`src/rtl/router_fsm_if.sv`:
```
// Handshake bundle between the router packet sequencer and its neighbours:
// packet-stream/FIFO status inputs and the Moore state-decode strobes.
interface router_fsm_if;
  logic       pkt_valid;
  logic [1:0] data_in;
  logic       parity_done;
  logic       low_pkt_valid;
  logic       fifo_full;
  logic       fifo_empty_0;
  logic       fifo_empty_1;
  logic       fifo_empty_2;
  logic       soft_reset_0;
  logic       soft_reset_1;
  logic       soft_reset_2;

  logic       detect_add;
  logic       lfd_state;
  logic       ld_state;
  logic       laf_state;
  logic       full_state;
  logic       rst_int_reg;
  logic       write_enb_reg;
  logic       busy;

  modport master (
    output pkt_valid, data_in, parity_done, low_pkt_valid, fifo_full,
           fifo_empty_0, fifo_empty_1, fifo_empty_2,
           soft_reset_0, soft_reset_1, soft_reset_2,
    input  detect_add, lfd_state, ld_state, laf_state, full_state,
           rst_int_reg, write_enb_reg, busy
  );

  modport slave (
    input  pkt_valid, data_in, parity_done, low_pkt_valid, fifo_full,
           fifo_empty_0, fifo_empty_1, fifo_empty_2,
           soft_reset_0, soft_reset_1, soft_reset_2,
    output detect_add, lfd_state, ld_state, laf_state, full_state,
           rst_int_reg, write_enb_reg, busy
  );
endinterface

```
`src/rtl/router_fsm.sv`:
```
// Packet-sequencing Moore FSM of the 1x3 router; every output is a decode of
// the registered state, so strobes are glitch-free and input-independent.
module router_fsm (
  input  logic          clock,
  input  logic          resetn,
  router_fsm_if.slave   bus
);

  typedef enum logic [2:0] {
    DECODE_ADDRESS     = 3'd0,
    LOAD_FIRST_DATA    = 3'd1,
    LOAD_DATA          = 3'd2,
    LOAD_PARITY        = 3'd3,
    FIFO_FULL_STATE    = 3'd4,
    LOAD_AFTER_FULL    = 3'd5,
    WAIT_TILL_EMPTY    = 3'd6,
    CHECK_PARITY_ERROR = 3'd7
  } state_e;

  state_e     state_q, state_d;
  logic [1:0] addr_q, addr_d;

  // Port 3 is the invalid address; padding it with 0 keeps the lookups total.
  logic [3:0] empty_v, srst_v;
  logic       hdr_ok, port_srst;

  assign empty_v   = {1'b0, bus.fifo_empty_2, bus.fifo_empty_1, bus.fifo_empty_0};
  assign srst_v    = {1'b0, bus.soft_reset_2, bus.soft_reset_1, bus.soft_reset_0};
  assign hdr_ok    = bus.pkt_valid && (bus.data_in != 2'd3);
  assign port_srst = srst_v[addr_q];

  always_ff @(posedge clock) begin
    if (!resetn) begin
      state_q <= DECODE_ADDRESS;
      addr_q  <= 2'd0;
    end else begin
      state_q <= state_d;
      addr_q  <= addr_d;
    end
  end

  always_comb begin
    addr_d  = addr_q;
    state_d = state_q;
    if (state_q == DECODE_ADDRESS && bus.pkt_valid) addr_d = bus.data_in;

    // Timeout of the packet's own port aborts it from anywhere but idle.
    if (state_q != DECODE_ADDRESS && port_srst) begin
      state_d = DECODE_ADDRESS;
    end else begin
      case (state_q)
        DECODE_ADDRESS:
          if (hdr_ok) state_d = empty_v[bus.data_in] ? LOAD_FIRST_DATA : WAIT_TILL_EMPTY;
        WAIT_TILL_EMPTY:
          if (empty_v[addr_q]) state_d = LOAD_FIRST_DATA;
        LOAD_FIRST_DATA:
          state_d = LOAD_DATA;
        LOAD_DATA:
          if (bus.fifo_full)       state_d = FIFO_FULL_STATE;
          else if (!bus.pkt_valid) state_d = LOAD_PARITY;
        FIFO_FULL_STATE:
          if (!bus.fifo_full) state_d = LOAD_AFTER_FULL;
        LOAD_AFTER_FULL:
          if (bus.parity_done)        state_d = DECODE_ADDRESS;
          else if (bus.low_pkt_valid) state_d = LOAD_PARITY;
          else                        state_d = LOAD_DATA;
        LOAD_PARITY:
          state_d = CHECK_PARITY_ERROR;
        CHECK_PARITY_ERROR:
          state_d = bus.fifo_full ? FIFO_FULL_STATE : DECODE_ADDRESS;
        default:
          state_d = DECODE_ADDRESS;
      endcase
    end
  end

  assign bus.detect_add    = (state_q == DECODE_ADDRESS);
  assign bus.lfd_state     = (state_q == LOAD_FIRST_DATA);
  assign bus.ld_state      = (state_q == LOAD_DATA);
  assign bus.laf_state     = (state_q == LOAD_AFTER_FULL);
  assign bus.full_state    = (state_q == FIFO_FULL_STATE);
  assign bus.rst_int_reg   = (state_q == CHECK_PARITY_ERROR);
  assign bus.write_enb_reg = (state_q == LOAD_DATA) || (state_q == LOAD_PARITY) ||
                             (state_q == LOAD_AFTER_FULL);
  assign bus.busy          = (state_q != DECODE_ADDRESS) && (state_q != LOAD_DATA);

endmodule

```
`src/flat_wrapper.sv`:
```
// flat-port wrapper written by rule: the top's interface ports become plain ports
module router_fsm_flat 
  (clock, resetn, bus_pkt_valid, bus_data_in, bus_parity_done, bus_low_pkt_valid, bus_fifo_full, bus_fifo_empty_0, bus_fifo_empty_1, bus_fifo_empty_2, bus_soft_reset_0, bus_soft_reset_1, bus_soft_reset_2, bus_detect_add, bus_lfd_state, bus_ld_state, bus_laf_state, bus_full_state, bus_rst_int_reg, bus_write_enb_reg, bus_busy);
  router_fsm_if bus_i ();
  input  logic clock;
  input  logic resetn;
  input wire logic [$bits(bus_i.pkt_valid)-1:0] bus_pkt_valid;
  input wire logic [$bits(bus_i.data_in)-1:0] bus_data_in;
  input wire logic [$bits(bus_i.parity_done)-1:0] bus_parity_done;
  input wire logic [$bits(bus_i.low_pkt_valid)-1:0] bus_low_pkt_valid;
  input wire logic [$bits(bus_i.fifo_full)-1:0] bus_fifo_full;
  input wire logic [$bits(bus_i.fifo_empty_0)-1:0] bus_fifo_empty_0;
  input wire logic [$bits(bus_i.fifo_empty_1)-1:0] bus_fifo_empty_1;
  input wire logic [$bits(bus_i.fifo_empty_2)-1:0] bus_fifo_empty_2;
  input wire logic [$bits(bus_i.soft_reset_0)-1:0] bus_soft_reset_0;
  input wire logic [$bits(bus_i.soft_reset_1)-1:0] bus_soft_reset_1;
  input wire logic [$bits(bus_i.soft_reset_2)-1:0] bus_soft_reset_2;
  output wire logic [$bits(bus_i.detect_add)-1:0] bus_detect_add;
  output wire logic [$bits(bus_i.lfd_state)-1:0] bus_lfd_state;
  output wire logic [$bits(bus_i.ld_state)-1:0] bus_ld_state;
  output wire logic [$bits(bus_i.laf_state)-1:0] bus_laf_state;
  output wire logic [$bits(bus_i.full_state)-1:0] bus_full_state;
  output wire logic [$bits(bus_i.rst_int_reg)-1:0] bus_rst_int_reg;
  output wire logic [$bits(bus_i.write_enb_reg)-1:0] bus_write_enb_reg;
  output wire logic [$bits(bus_i.busy)-1:0] bus_busy;
  assign bus_i.pkt_valid = bus_pkt_valid;
  assign bus_i.data_in = bus_data_in;
  assign bus_i.parity_done = bus_parity_done;
  assign bus_i.low_pkt_valid = bus_low_pkt_valid;
  assign bus_i.fifo_full = bus_fifo_full;
  assign bus_i.fifo_empty_0 = bus_fifo_empty_0;
  assign bus_i.fifo_empty_1 = bus_fifo_empty_1;
  assign bus_i.fifo_empty_2 = bus_fifo_empty_2;
  assign bus_i.soft_reset_0 = bus_soft_reset_0;
  assign bus_i.soft_reset_1 = bus_soft_reset_1;
  assign bus_i.soft_reset_2 = bus_soft_reset_2;
  assign bus_detect_add = bus_i.detect_add;
  assign bus_lfd_state = bus_i.lfd_state;
  assign bus_ld_state = bus_i.ld_state;
  assign bus_laf_state = bus_i.laf_state;
  assign bus_full_state = bus_i.full_state;
  assign bus_rst_int_reg = bus_i.rst_int_reg;
  assign bus_write_enb_reg = bus_i.write_enb_reg;
  assign bus_busy = bus_i.busy;
  router_fsm u_core (.clock(clock), .resetn(resetn), .bus(bus_i));
endmodule
```
`config.mk`:
```
export PLATFORM = sky130hd
export DESIGN_NAME = router_fsm_flat
export DESIGN_NICKNAME = d
export VERILOG_FILES = /design/src/rtl/router_fsm_if.sv /design/src/rtl/router_fsm.sv /design/src/flat_wrapper.sv
export SDC_FILE = /design/constraint.sdc
export NUM_CORES = 1
export LEC_CHECK = 0
export CAP_MARGIN = 20
export CORE_AREA = 2 2 40 42
export CTS_CLUSTER_SIZE = 24
export DETAILED_ROUTE_END_ITERATION = 6
export DIE_AREA = 0 0 42 44
export GPL_TIMING_DRIVEN = 0
export PLACE_DENSITY = 0.65
export REMOVE_ABC_BUFFERS = 1
export SLEW_MARGIN = 10
export SYNTH_ARGS = -nofsm -noshare
export SYNTH_HDL_FRONTEND = slang
export SYNTH_SLANG_ARGS = --single-unit
```
`constraint.sdc`:
```
create_clock -name clock -period 1.2 [get_ports clock]
set_input_delay 0.12 -clock clock [delete_from_list [all_inputs] [get_ports clock]]
set_output_delay 0.12 -clock clock [all_outputs]
set_load 0.01 [all_outputs]
```
**Yosys cells after proc, flatten, opt, wreduce, memory -nomap -nowiden**

Index checks and enable logic that the tools add are counted.

- $lt $le $gt $ge: 2
- Equality and inequality tests: 13
- Muxes and demuxes: 16
- Bitwise operators: 1
- Reductions and logical operators: 10

Operators with widths:

| cell | count |
|---|---|
| $mux W3 | 8 |
| $pmux W3 S8 | 1 |
| $eq A3 B3 Y1 const B | 4 |
| $bmux W1 S2 | 3 |
| $eq A3 B2 Y1 const B | 2 |
| $lt A2 B3 Y1 const B | 2 |
| $logic_and A1 B1 Y1 | 4 |
| $mux W1 | 4 |
| $ne A2 B1 Y1 const B | 2 |
| $ne A2 B2 Y1 const B | 2 |
| $reduce_and A4 Y1 | 1 |
| $eq A3 B1 Y1 const B | 1 |
| $logic_not A3 Y1 | 1 |
| $ne A3 B2 Y1 const B | 1 |
| $ne A3 B3 Y1 const B | 1 |
| $reduce_bool A3 Y1 | 1 |
| $logic_or A1 B1 Y1 | 2 |
| $reduce_or A2 Y1 | 1 |
| $not A1 Y1 | 1 |

- Register bits: 5
- Output and inout port bits: 8
- Logic and storage cells: 44

**Depth between registers and ports, before layout**

Gate-level depths: netlist (run 1).

- Depth in word-level cells: 5
- Depth in mapped cells: 5
- Mapped depth without buffers: 4

**Worst setup path before layout (run 1)**

OpenSTA, ideal clock, no wires.

- Kind: register to register
- From: register u_core.state_q[1]
- To: register u_core.state_q[0]
- Library setup time: 0.087 ns
- Arrival: 1.287 ns
- Data required time: 1.113 ns
- Path slack: -0.174 ns
- Stages on the path, launching flop included: 6
- Buffers on the path: 1
- Cells stage by stage: dfxtp_1 buf_6 nor3_4 nand2_1 a32o_2 nor4b_4

- Word-level cells in the longest chain between the ends: 3
- Elaborated cells on any way between the ends: 17
- Those cells by class: eq/ne: 11; mux: 1; reduce/logical: 5

RTL lines:

| item | line | RTL |
|---|---|---|
| start: declaration | router_fsm.sv:20 | `state_e state_q, state_d;` |
| start signal: assignment | router_fsm.sv:37 | `state_q <= state_d;` |
| $logic_not A3 Y1 * | -- |  |
| named net bus_detect_add | flat_wrapper.sv:18 | `output wire logic [$bits(bus_i.detect_add)-1:0] bus_detect_add;` |
| $ne A2 B1 Y1 (no source line) | -- |  |
| $reduce_and A4 Y1 (no source line) | -- |  |

Mark *: on every way through the listed nets, which the timed path passes. The rest lies on a longest branch.
A chain may end at the register's enable or synchronous reset.

**Worst setup path in the final report (run 1)**

- From: register u_core.state_q[0]
- To: register u_core.state_q[1]

- Word-level cells in the longest chain between the ends: 3
- Elaborated cells on any way between the ends: 17
- Those cells by class: eq/ne: 11; mux: 1; reduce/logical: 5

RTL lines:

| item | line | RTL |
|---|---|---|
| $eq A3 B2 Y1 (tied with other cells) | router_fsm.sv:51 | `case (state_q)` |
| $ne A3 B3 Y1 (no source line) (tied with other cells) | -- |  |
| $reduce_and A4 Y1 (no source line) / $reduce_or A2 Y1 (equally long branches) | -- |  |

Several ways; a longest one is shown, not always the timed one.

==> results of run 1 <==
final cells by class:
type / count / area (um2)
multi-input cells: 47 / 354
repair buffers: 31 / 273
well taps: 16 / 20.0
flip-flops and latches: 5 / 115
inverters: 3 / 13.8
fillers: 140 / 617
clock buffers: 4 / 26.3
worst max-delay path, delay by kind of cell, from the launching register on:
kind	cells	cell delay, ns
buffers and inverters	1	0.15
DFF	1	0.37
AOI/OAI and AO/OA	2	0.70
sequential cells by signal (all words and copies together) (netlist names):
| register | cells |
|---|---|
| u_core.addr_q | 2 |
| u_core.state_q | 3 |
metal layers:
layer  GRT usage  up-vias  wire, um
met3      0.0250        0         8
met5           0        -         0
li1            -      278         -
met1       0.177      270       615
met4      0.0968        0         0
met2       0.216        7       653
how the worst min path moves through the flow:
| stage | to | depth (start not counted) | slack [ns] | start |
|---|---|---|---|---|
| floorplan | u_core.state_q[1] | 1 | 0.21 | bus_fifo_full |
| global placement | u_core.addr_q[1] | 2 | 0.49 | u_core.addr_q[1] |
| detailed placement | u_core.addr_q[1] | 2 | 0.50 | u_core.addr_q[1] |
| CTS | u_core.addr_q[1] | 2 | 0.51 | u_core.addr_q[1] |
| global route | u_core.addr_q[0] | 2 | 0.52 | u_core.addr_q[0] |
| finish | u_core.addr_q[0] | 2 | 0.51 | u_core.addr_q[0] |
cell usage in the layout (no fill, tap or decap), drive strengths merged:
master / netlist / routed
a211oi: 1 / 1
nand2: 11 / 11
nand4b: 1 / 1
dfxtp: 5 / 5
clkbuf: 0 / 5
inv: 3 / 3
a21boi: 2 / 2
buf: 3 / 17
clkdlybuf4s50: 0 / 13
nand3b: 2 / 2
nand3: 2 / 2
a32o: 1 / 1
o41a: 1 / 1
nor2: 6 / 6
or2: 1 / 1
a221oi: 1 / 1
o211ai: 2 / 2
mux2i: 3 / 3
nor3: 2 / 2
and3b: 1 / 1
nor4b: 1 / 1
a311oi: 1 / 1
o21ai: 2 / 2
a21oi: 3 / 3
and3: 1 / 1
o22a: 1 / 1
nand2b: 1 / 1
per-stage QoR:
| step | power [mW] | utilization |
|---|---|---|
| 2_1_floorplan | 0.826 | - |
| 3_3_place_gp | 1.16 | 0.468 |
| 3_5_place_dp | 1.16 | 0.468 |
| 4_1_cts | 1.64 | 0.546 |
| 5_1_grt | 1.87 | 0.565 |
| 6_report | 1.75 | 0.565 |
power groups by stage:
stage | clock network (mW) | logic, mW | registers, mW
after global routing | 0.209 | 1.29 | 0.369
after floorplan | 0 | 0.501 | 0.325
after CTS | 0.201 | 1.08 | 0.356
after detailed placement | 0 | 0.808 | 0.357
final | 0.187 | 1.21 | 0.359
after global placement | 0 | 0.802 | 0.357
cells by family after synthesis:
group,after synthesis
simple gates,29
compound gates,15
flops,5
mux,3
buf+inv,6
repair_timing:
item,4_1_cts,5_1_grt
setup buffers,9,2
setup endpoints to repair,11,7
pin swaps,3,1
gates resized for setup,48,8
==> impl_metrics.yaml, run 1 <==
logic_synthesis:
  synthMuxAreaShare: 0.0656
  synth-compound-area-share: 0.257
  synth_area_leaders: "dfxtp_1 (22%), nand2_1 (9.0%), mux2i_1 (6.6%)"
  avgSynthCellArea_um2: 7.90
  yosysTopAreaCell: "dfxtp_1"
  yosysSeqAreaShare: 0.219
  synthSimpleGateAreaFrac: 0.383
  yosysWarnings: 0
  synth_top_family_by_area: "simple AND/OR/NAND/NOR gates"
  netlist_area_um2: 458
  synth_fa_ha_area_frac: 0
  synthFlopType: "dfxtp_1"
  synth-edff-count: 0
  yosys-top-cells-count: "nand2_1 (11), nor2_1 (6), dfxtp_1 (5)"
  yosysTopAreaCellShare: 0.219
  synthMostInstantiatedCell: "nand2_1"
  synth-seq-cells: 5
  synthArstFlopShare: 0
  synthCells: 58
  synthXorXnorAreaFrac: 0
  synth_cell_types: 28
worst_setup_path:
  cp.arrival_ns: 1.46
  setup.worst_path.class: "flip-flop to flip-flop"
  reg2reg_depth: 3
  crit_path_start_kind: "flip-flop"
  cp_slowest_stage_delay_ns: 0.46
  startpoint: "u_core.state_q[0]"
  cp_slowest_cell: "o41a_1"
  endpoint: "u_core.state_q[1]"
  path_cells: "buf_4 > o41a_1 > a221oi_2"
  crit_fanout: 8
  regToRegSetupSlack_ns: -0.12
  cp-end-kind: "flip-flop"
  critical_path_required_ns: 1.34
  r2r_end: "u_core.state_q[1]"
  rr_startpoint: "u_core.state_q[0]"
placed_design:
  dp.cells: 92
  placed_cell_area_um2: 664
  numPortBuffers: 21
  post-place-ws_ns: -0.467
  routabilityCongestion: 0.737
  place_hpwl_um: 912
grt:
  grt_pass1_wl_um: 1920
  grt_max_degree: 9
  track_usage: 0.140
  grt_overflow: 0
  grt_pass1_vias: 487
  antenna_found_initial: 0
sta:
  hold_viol_final: 0
  relSlewSlack: 0.799
  fin_crit_ns: 1.32
  final-max-slew-violation-count: 0
  period_share: 1.10
  clock_skew_ns: 0.00242
  rsz0062_at_grt: "true"
  max_freq_mhz: 755
  setup_violations: 6
  whs_ns: 0.510
  worst_pin_slew_ns: 0.301
  fin_ws_ns: -0.124
  setup_tns_ns: -0.447
routing:
  drt_iter0_drc: 14
  post_drt_via_cell_ratio: 5.24
  first_pass_iters: 4
  wl_per_cell_um: 12.0
  ant_nets: 0
  route.final.wire_length_um: 1280
  drc: 0
  dr_total_vias: 555
clock_tree:
  cts_root_buf: "clkbuf_4"
  cts_buffers: 3
  worstSkewPairLatency_ns: 0.24
  cts_buffer_depth: 2
  cts.sinks: 5
  clk_pin_slew_ns: 0.04
  cts_tree: "yes"
  cts.htree.levels: 1
  hold_buffers: 0
die:
  die-area_um2: 1850
  ios: 22
  core_um2: 1420
  initial_core_util: 0.323
  die_y_um: 44
  row_count: 14
  chipWidth_um: 42
finish:
  finalNonFillerCells: 106
  areaGrowthSynthToFinish_pct: 75.1
  layout-drive-gt1-share: 0.411
  fin_nets: 105
  fin_area_um2: 802
  antennaDiodeCount: 0
power_and_ir_drop:
  switching_share: 0.399
  vdd_drop_max_mv: 1.41
  p_comb_frac: 0.688
  p_seq_frac: 0.205
  leakage_nw: 0.334
  power_switching_mw: 0.698
  pwr-share-clk: 0.107
  internal-power_mw: 1.05
  p_per_area_nw_per_um2: 2180
min_path:
  hp-class: "flip-flop to flip-flop"
status:
  status: "finished with violations"
  failed_checks: "negative setup slack"
flow_run:
  cap_violations: 0
Note: power is estimated with default switching activity, not from simulation.
==> run 2: changes to the inputs <==
--- a/config.mk
+++ b/config.mk
@@ -13,6 +13,7 @@
 export GPL_TIMING_DRIVEN = 0
 export PLACE_DENSITY = 0.65
 export REMOVE_ABC_BUFFERS = 1
+export SETUP_SLACK_MARGIN = 0.02
 export SLEW_MARGIN = 10
 export SYNTH_ARGS = -nofsm -noshare
 export SYNTH_HDL_FRONTEND = slang
==> run 2 against run 1 <==
Effect of this change: the flow still finishes with violations (negative setup slack); power shrank 0.12%; wire length up 3.4%; setup slack got worse by 0.0059 ns; critical path depth is the same; via count shrank 0.72%; final cell count unchanged; combinational power is essentially flat; core utilization is 0.62 points higher.
==> impl_metrics.yaml, run 2 (synthesis results as in run 1) <==
routing:
  route.final.wire_length_um: 1320
  ant_nets: 0
  post_drt_via_cell_ratio: 5.20
  drt_iter0_drc: 14
  wl_per_cell_um: 12.5
  drc: 0
  first_pass_iters: 4
  dr_total_vias: 551
worst_setup_path:
  cp_slowest_stage_delay_ns: 0.46
  cp-end-kind: "flip-flop"
  crit_path_start_kind: "flip-flop"
  critical_path_required_ns: 1.34
  cp_slowest_cell: "o41a_1"
  cp.arrival_ns: 1.47
  setup.worst_path.class: "flip-flop to flip-flop"
  crit_fanout: 8
  path_cells: "buf_4 > o41a_1 > a221oi_2"
finish:
  fin_area_um2: 811
  antennaDiodeCount: 0
  largest_register_ffs: 3
  reg_top3: "u_core.state_q: 3 flops, u_core.addr_q: 2 flops"
  nFillCells: 141
  register_area_um2: 115
  fin_nets: 105
  mostFrequentLayoutCell: "clkdlybuf4s50_1"
  layout-drive-gt1-share: 0.411
  utilization: 0.571
  areaGrowthSynthToFinish_pct: 77.0
  layout_common_cells: "clkdlybuf4s50_1 (13), nand2_1 (9), buf_6 (7)"
  largest-register: "u_core.state_q"
  multi_input_area_um2: 359
clock_tree:
  cts_buffer_depth: 2
  worstSkewPairLatency_ns: 0.24
  cts.htree.levels: 1
  cts.sinks: 5
  cts_buffers: 3
  hold_buffers: 0
  clk_pin_slew_ns: 0.04
  cts_tree: "yes"
  cts_root_buf: "clkbuf_4"
sta:
  clock_skew_ns: 0.00242
  fin_ws_ns: -0.130
  max_freq_mhz: 752
  setup_violations: 5
  period_share: 1.11
  fin_crit_ns: 1.33
  relSlewSlack: 0.799
  final-max-slew-violation-count: 0
  whs_ns: 0.509
  rsz0062_at_grt: "true"
  hold_viol_final: 0
  worst_pin_slew_ns: 0.301
grt:
  grt_pass1_wl_um: 1930
  grt_max_degree: 9
  met1_usage: 0.182
  track_usage: 0.141
  grt_pass1_vias: 487
  use_met2: 0.213
  use_met3: 0.0250
  antenna_found_initial: 0
  grt_overflow: 0
  top_usage_layer: "met2"
die:
  die-area_um2: 1850
  chipWidth_um: 42
  core_um2: 1420
  ios: 22
  initial_core_util: 0.323
  die_y_um: 44
  row_count: 14
power_and_ir_drop:
  vdd_drop_max_mv: 1.41
  leakage_nw: 0.338
  p_per_area_nw_per_um2: 2160
placed_design:
  numPortBuffers: 21
  routabilityCongestion: 0.737
  placed_cell_area_um2: 664
  post-place-ws_ns: -0.467
  place_hpwl_um: 912
status:
  failed_checks: "negative setup slack"
  status: "finished with violations"
flow_run:
  cap_violations: 0
min_path:
  hp-class: "flip-flop to flip-flop"
run 2: path summary, 6_finish.rpt:
kind / start / end / slack [ns] / cells after the start
max: u_core.state_q[0] / u_core.state_q[1] / -0.13 / 3
min: u_core.addr_q[0] / u_core.addr_q[0] / 0.51 / 2
max reg2reg: u_core.state_q[0] / u_core.state_q[1] / -0.13 / 3
min reg2reg: u_core.addr_q[0] / u_core.addr_q[0] / 0.51 / 2
run 2: metal layers:
metal | wire length (um) | vias up
met5 | 0 | -
met4 | 8 | 0
met3 | 10 | 2
met2 | 712 | 8
met1 | 588 | 264
li1 | - | 277
run 2: layout make-up:
cell class                 instances  area share
multi-input combinational         47       0.443
timing repair buffer              31       0.341
sequential                         5       0.142
clock buffer                       4      0.0324
tap                               16      0.0247
inverter                           3      0.0170
run 2: report_power, final:
| part | switching (mW) | internal [mW] |
|---|---|---|
| sequential | 0.124 | 0.244 |
| clock | 0.0616 | 0.125 |
| combinational | 0.516 | 0.679 |
| total | 0.702 | 1.05 |
run 2: stage by stage:
step	setup TNS (ns)	total power, mW	instances
2_1_floorplan	-0.432	0.826	55
3_3_place_gp	-3.50	1.16	92
3_5_place_dp	-3.38	1.16	92
4_1_cts	-0.561	1.68	104
5_1_grt	-0.762	1.87	106
6_report	-0.429	1.75	106
run 2: what timing repair did:
item	CTS	global route
endpoints found under the setup margin	11	13
buffers inserted	8	3
pin swaps	3	2
gates resized for setup	49	10
run 2: worst max-delay path, delay by kind of cell (launching register included):
family / cells / cell delay, ns
buffers and inverters: 1 / 0.15
AOI/OAI and AO/OA: 2 / 0.70
DFF: 1 / 0.38
==> run 3: changes to the inputs <==
--- a/config.mk
+++ b/config.mk
@@ -6,10 +6,10 @@
 export NUM_CORES = 1
 export LEC_CHECK = 0
 export CAP_MARGIN = 20
-export CORE_AREA = 2 2 40 42
+export CORE_AREA = 2 2 39 41
 export CTS_CLUSTER_SIZE = 24
 export DETAILED_ROUTE_END_ITERATION = 6
-export DIE_AREA = 0 0 42 44
+export DIE_AREA = 0 0 41 43
 export GPL_TIMING_DRIVEN = 0
 export PLACE_DENSITY = 0.65
 export REMOVE_ABC_BUFFERS = 1
==> constraint.sdc (replaced) <==
create_clock -name clock -period 1.6 [get_ports clock]
set_input_delay 0.16 -clock clock [delete_from_list [all_inputs] [get_ports clock]]
set_output_delay 0.16 -clock clock [all_outputs]
set_load 0.01 [all_outputs]
==> run 3 against run 2 <==
Effect of this change: the run now ends clean; critical path type is now flip-flop to primary output; core utilization down 4.6 points; final cell count down 6.6%; first-iteration DRC count down 50%; non-clock buffer count down 7; via count down 9.8%; register-to-register slack better by 0.35 ns; design area down 10%.
==> impl_metrics.yaml, run 3 (synthesis results as in run 1) <==
sta:
  worst_pin_slew_ns: 0.434
  relSlewSlack: 0.709
  final-max-slew-violation-count: 0
  fin_crit_ns: 1.52
  setup_violations: 0
  period_share: 0.951
  rsz0062_at_grt: "false"
  hold_viol_final: 0
  setup_tns_ns: 0
  whs_ns: 0.493
  max_freq_mhz: 657
  clock_skew_ns: 0.000446
grt:
  grt_overflow: 0
  grt_pass1_vias: 397
  antenna_found_initial: 0
  grt_max_degree: 13
  grt_pass1_wl_um: 1680
  track_usage: 0.140
routing:
  wl_per_cell_um: 10.8
  drc: 0
  route.final.wire_length_um: 1070
  dr_total_vias: 497
  ant_nets: 0
  first_pass_iters: 4
  drt_iter0_drc: 7
  post_drt_via_cell_ratio: 5.02
finish:
  largest_register_ffs: 3
  antennaDiodeCount: 0
  reg_top3: "u_core.state_q: 3 flops, u_core.addr_q: 2 flops"
  fin_area_um2: 727
  layout_common_cells: "clkdlybuf4s50_1 (15), nand2_1 (11), nor2_1 (6)"
  layout-drive-gt1-share: 0.181
  largest-register: "u_core.state_q"
  areaGrowthSynthToFinish_pct: 58.7
  mostFrequentLayoutCell: "clkdlybuf4s50_1"
  fin_nets: 98
  finalNonFillerCells: 99
placed_design:
  numPortBuffers: 21
  place_hpwl_um: 863
  routabilityCongestion: 0.802
  dp.cells: 92
  placed_cell_area_um2: 664
die:
  die_y_um: 43
  initial_core_util: 0.331
  chipWidth_um: 41
  die-area_um2: 1760
  core_um2: 1380
  ios: 22
  row_count: 14
worst_setup_path:
  crit_path_start_kind: "flip-flop"
  cp.arrival_ns: 1.36
  crit_family: "buffers and inverters"
  path_cells: "or2_1 > clkdlybuf4s50_1"
  cp_slowest_cell: "clkdlybuf4s50_1"
  crit_fanout: 10
  critical_path_required_ns: 1.44
  cp-end-kind: "primary output"
  crit_buf_inv: 1
  cp_slowest_stage_delay_ns: 0.48
  setup.worst_path.class: "flip-flop to primary output"
clock_tree:
  cts_root_buf: "clkbuf_4"
  cts_buffers: 3
  cts_buffer_depth: 2
  cts_tree: "yes"
  clk_pin_slew_ns: 0.04
  cts.htree.levels: 1
  cts.sinks: 5
  worstSkewPairLatency_ns: 0.23
  hold_buffers: 0
power_and_ir_drop:
  p_per_area_nw_per_um2: 1460
  power.total_mw: 1.06
  vdd_drop_max_mv: 0.756
  leakage_nw: 0.301
status:
  status: "completed"
flow_run:
  cap_violations: 0
min_path:
  hp-class: "flip-flop to flip-flop"
[run 3: cell types whose count changed in the layout (fill, tap and decap cells not counted), moves of 2 or more]
cell             previous run  this run
dlygate4sd2_1               0         5
clkdlybuf4s50_1            13        15
buf_2                       6         0
nand2_1                     9        11
buf_6                       7         0
buf_4                       5         3
[run 3: per-layer routing]
layer,track usage,vias to the layer above,wire length (um)
li1,-,262,-
met1,0.197,227,496
met2,0.197,8,540
met3,0.0157,0,34
met4,0.0800,0,0
met5,0,-,0
[run 3: per-stage QoR]
| step | util | setup slack, ns |
|---|---|---|
| 2_1_floorplan | - | 0.228 |
| 3_3_place_gp | 0.480 | -0.0839 |
| 3_5_place_dp | 0.480 | -0.0854 |
| 4_1_cts | 0.513 | 0.0586 |
| 5_1_grt | 0.525 | 0.0238 |
| 6_report | 0.525 | 0.0786 |
[run 3: cell type report]
| cell class | count | area, um2 |
|---|---|---|
| sequential | 5 | 111 |
| fill | 150 | 657 |
| timing repair buffer | 24 | 229 |
| clock buffer | 4 | 26.3 |
| inverter | 3 | 11.3 |
| multi-input combinational | 47 | 329 |
| tap | 16 | 20.0 |
[run 3: path summary, 6_finish.rpt]
check             depth (start not counted)  slack (ns)           endpoint               from
setup reg to reg                          4        0.22  u_core.state_q[2]   u_core.addr_q[0]
hold reg to reg                           2        0.49   u_core.addr_q[1]   u_core.addr_q[1]
hold / removal                            2        0.49   u_core.addr_q[1]   u_core.addr_q[1]
setup / recovery                          2        0.08           bus_busy  u_core.state_q[2]
[run 3: power breakdown]
part           switching (mW)  total [mW]  internal, mW  leakage (nW)
Combinational           0.288       0.643         0.354         0.243
Sequential             0.0978       0.279         0.181        0.0431
Clock                  0.0440       0.138        0.0938        0.0150
Total                   0.430        1.06         0.629         0.301
[run 3: worst min-delay path, delay by kind of cell (launching register included)]
| kind | cells | cell delay [ns] |
|---|---|---|
| flip-flops | 1 | 0.33 |
| AND/OR/NAND/NOR | 1 | 0.06 |
| AO/OA/AOI/OAI | 1 | 0.05 |
[run 3: what timing repair did]
| item | 4_1_cts | 5_1_grt |
|---|---|---|
| pin swaps | 1 | 0 |
| gates resized for setup | 13 | 1 |
| setup endpoints to repair | 8 | 3 |
| buffers inserted | 1 | 2 |
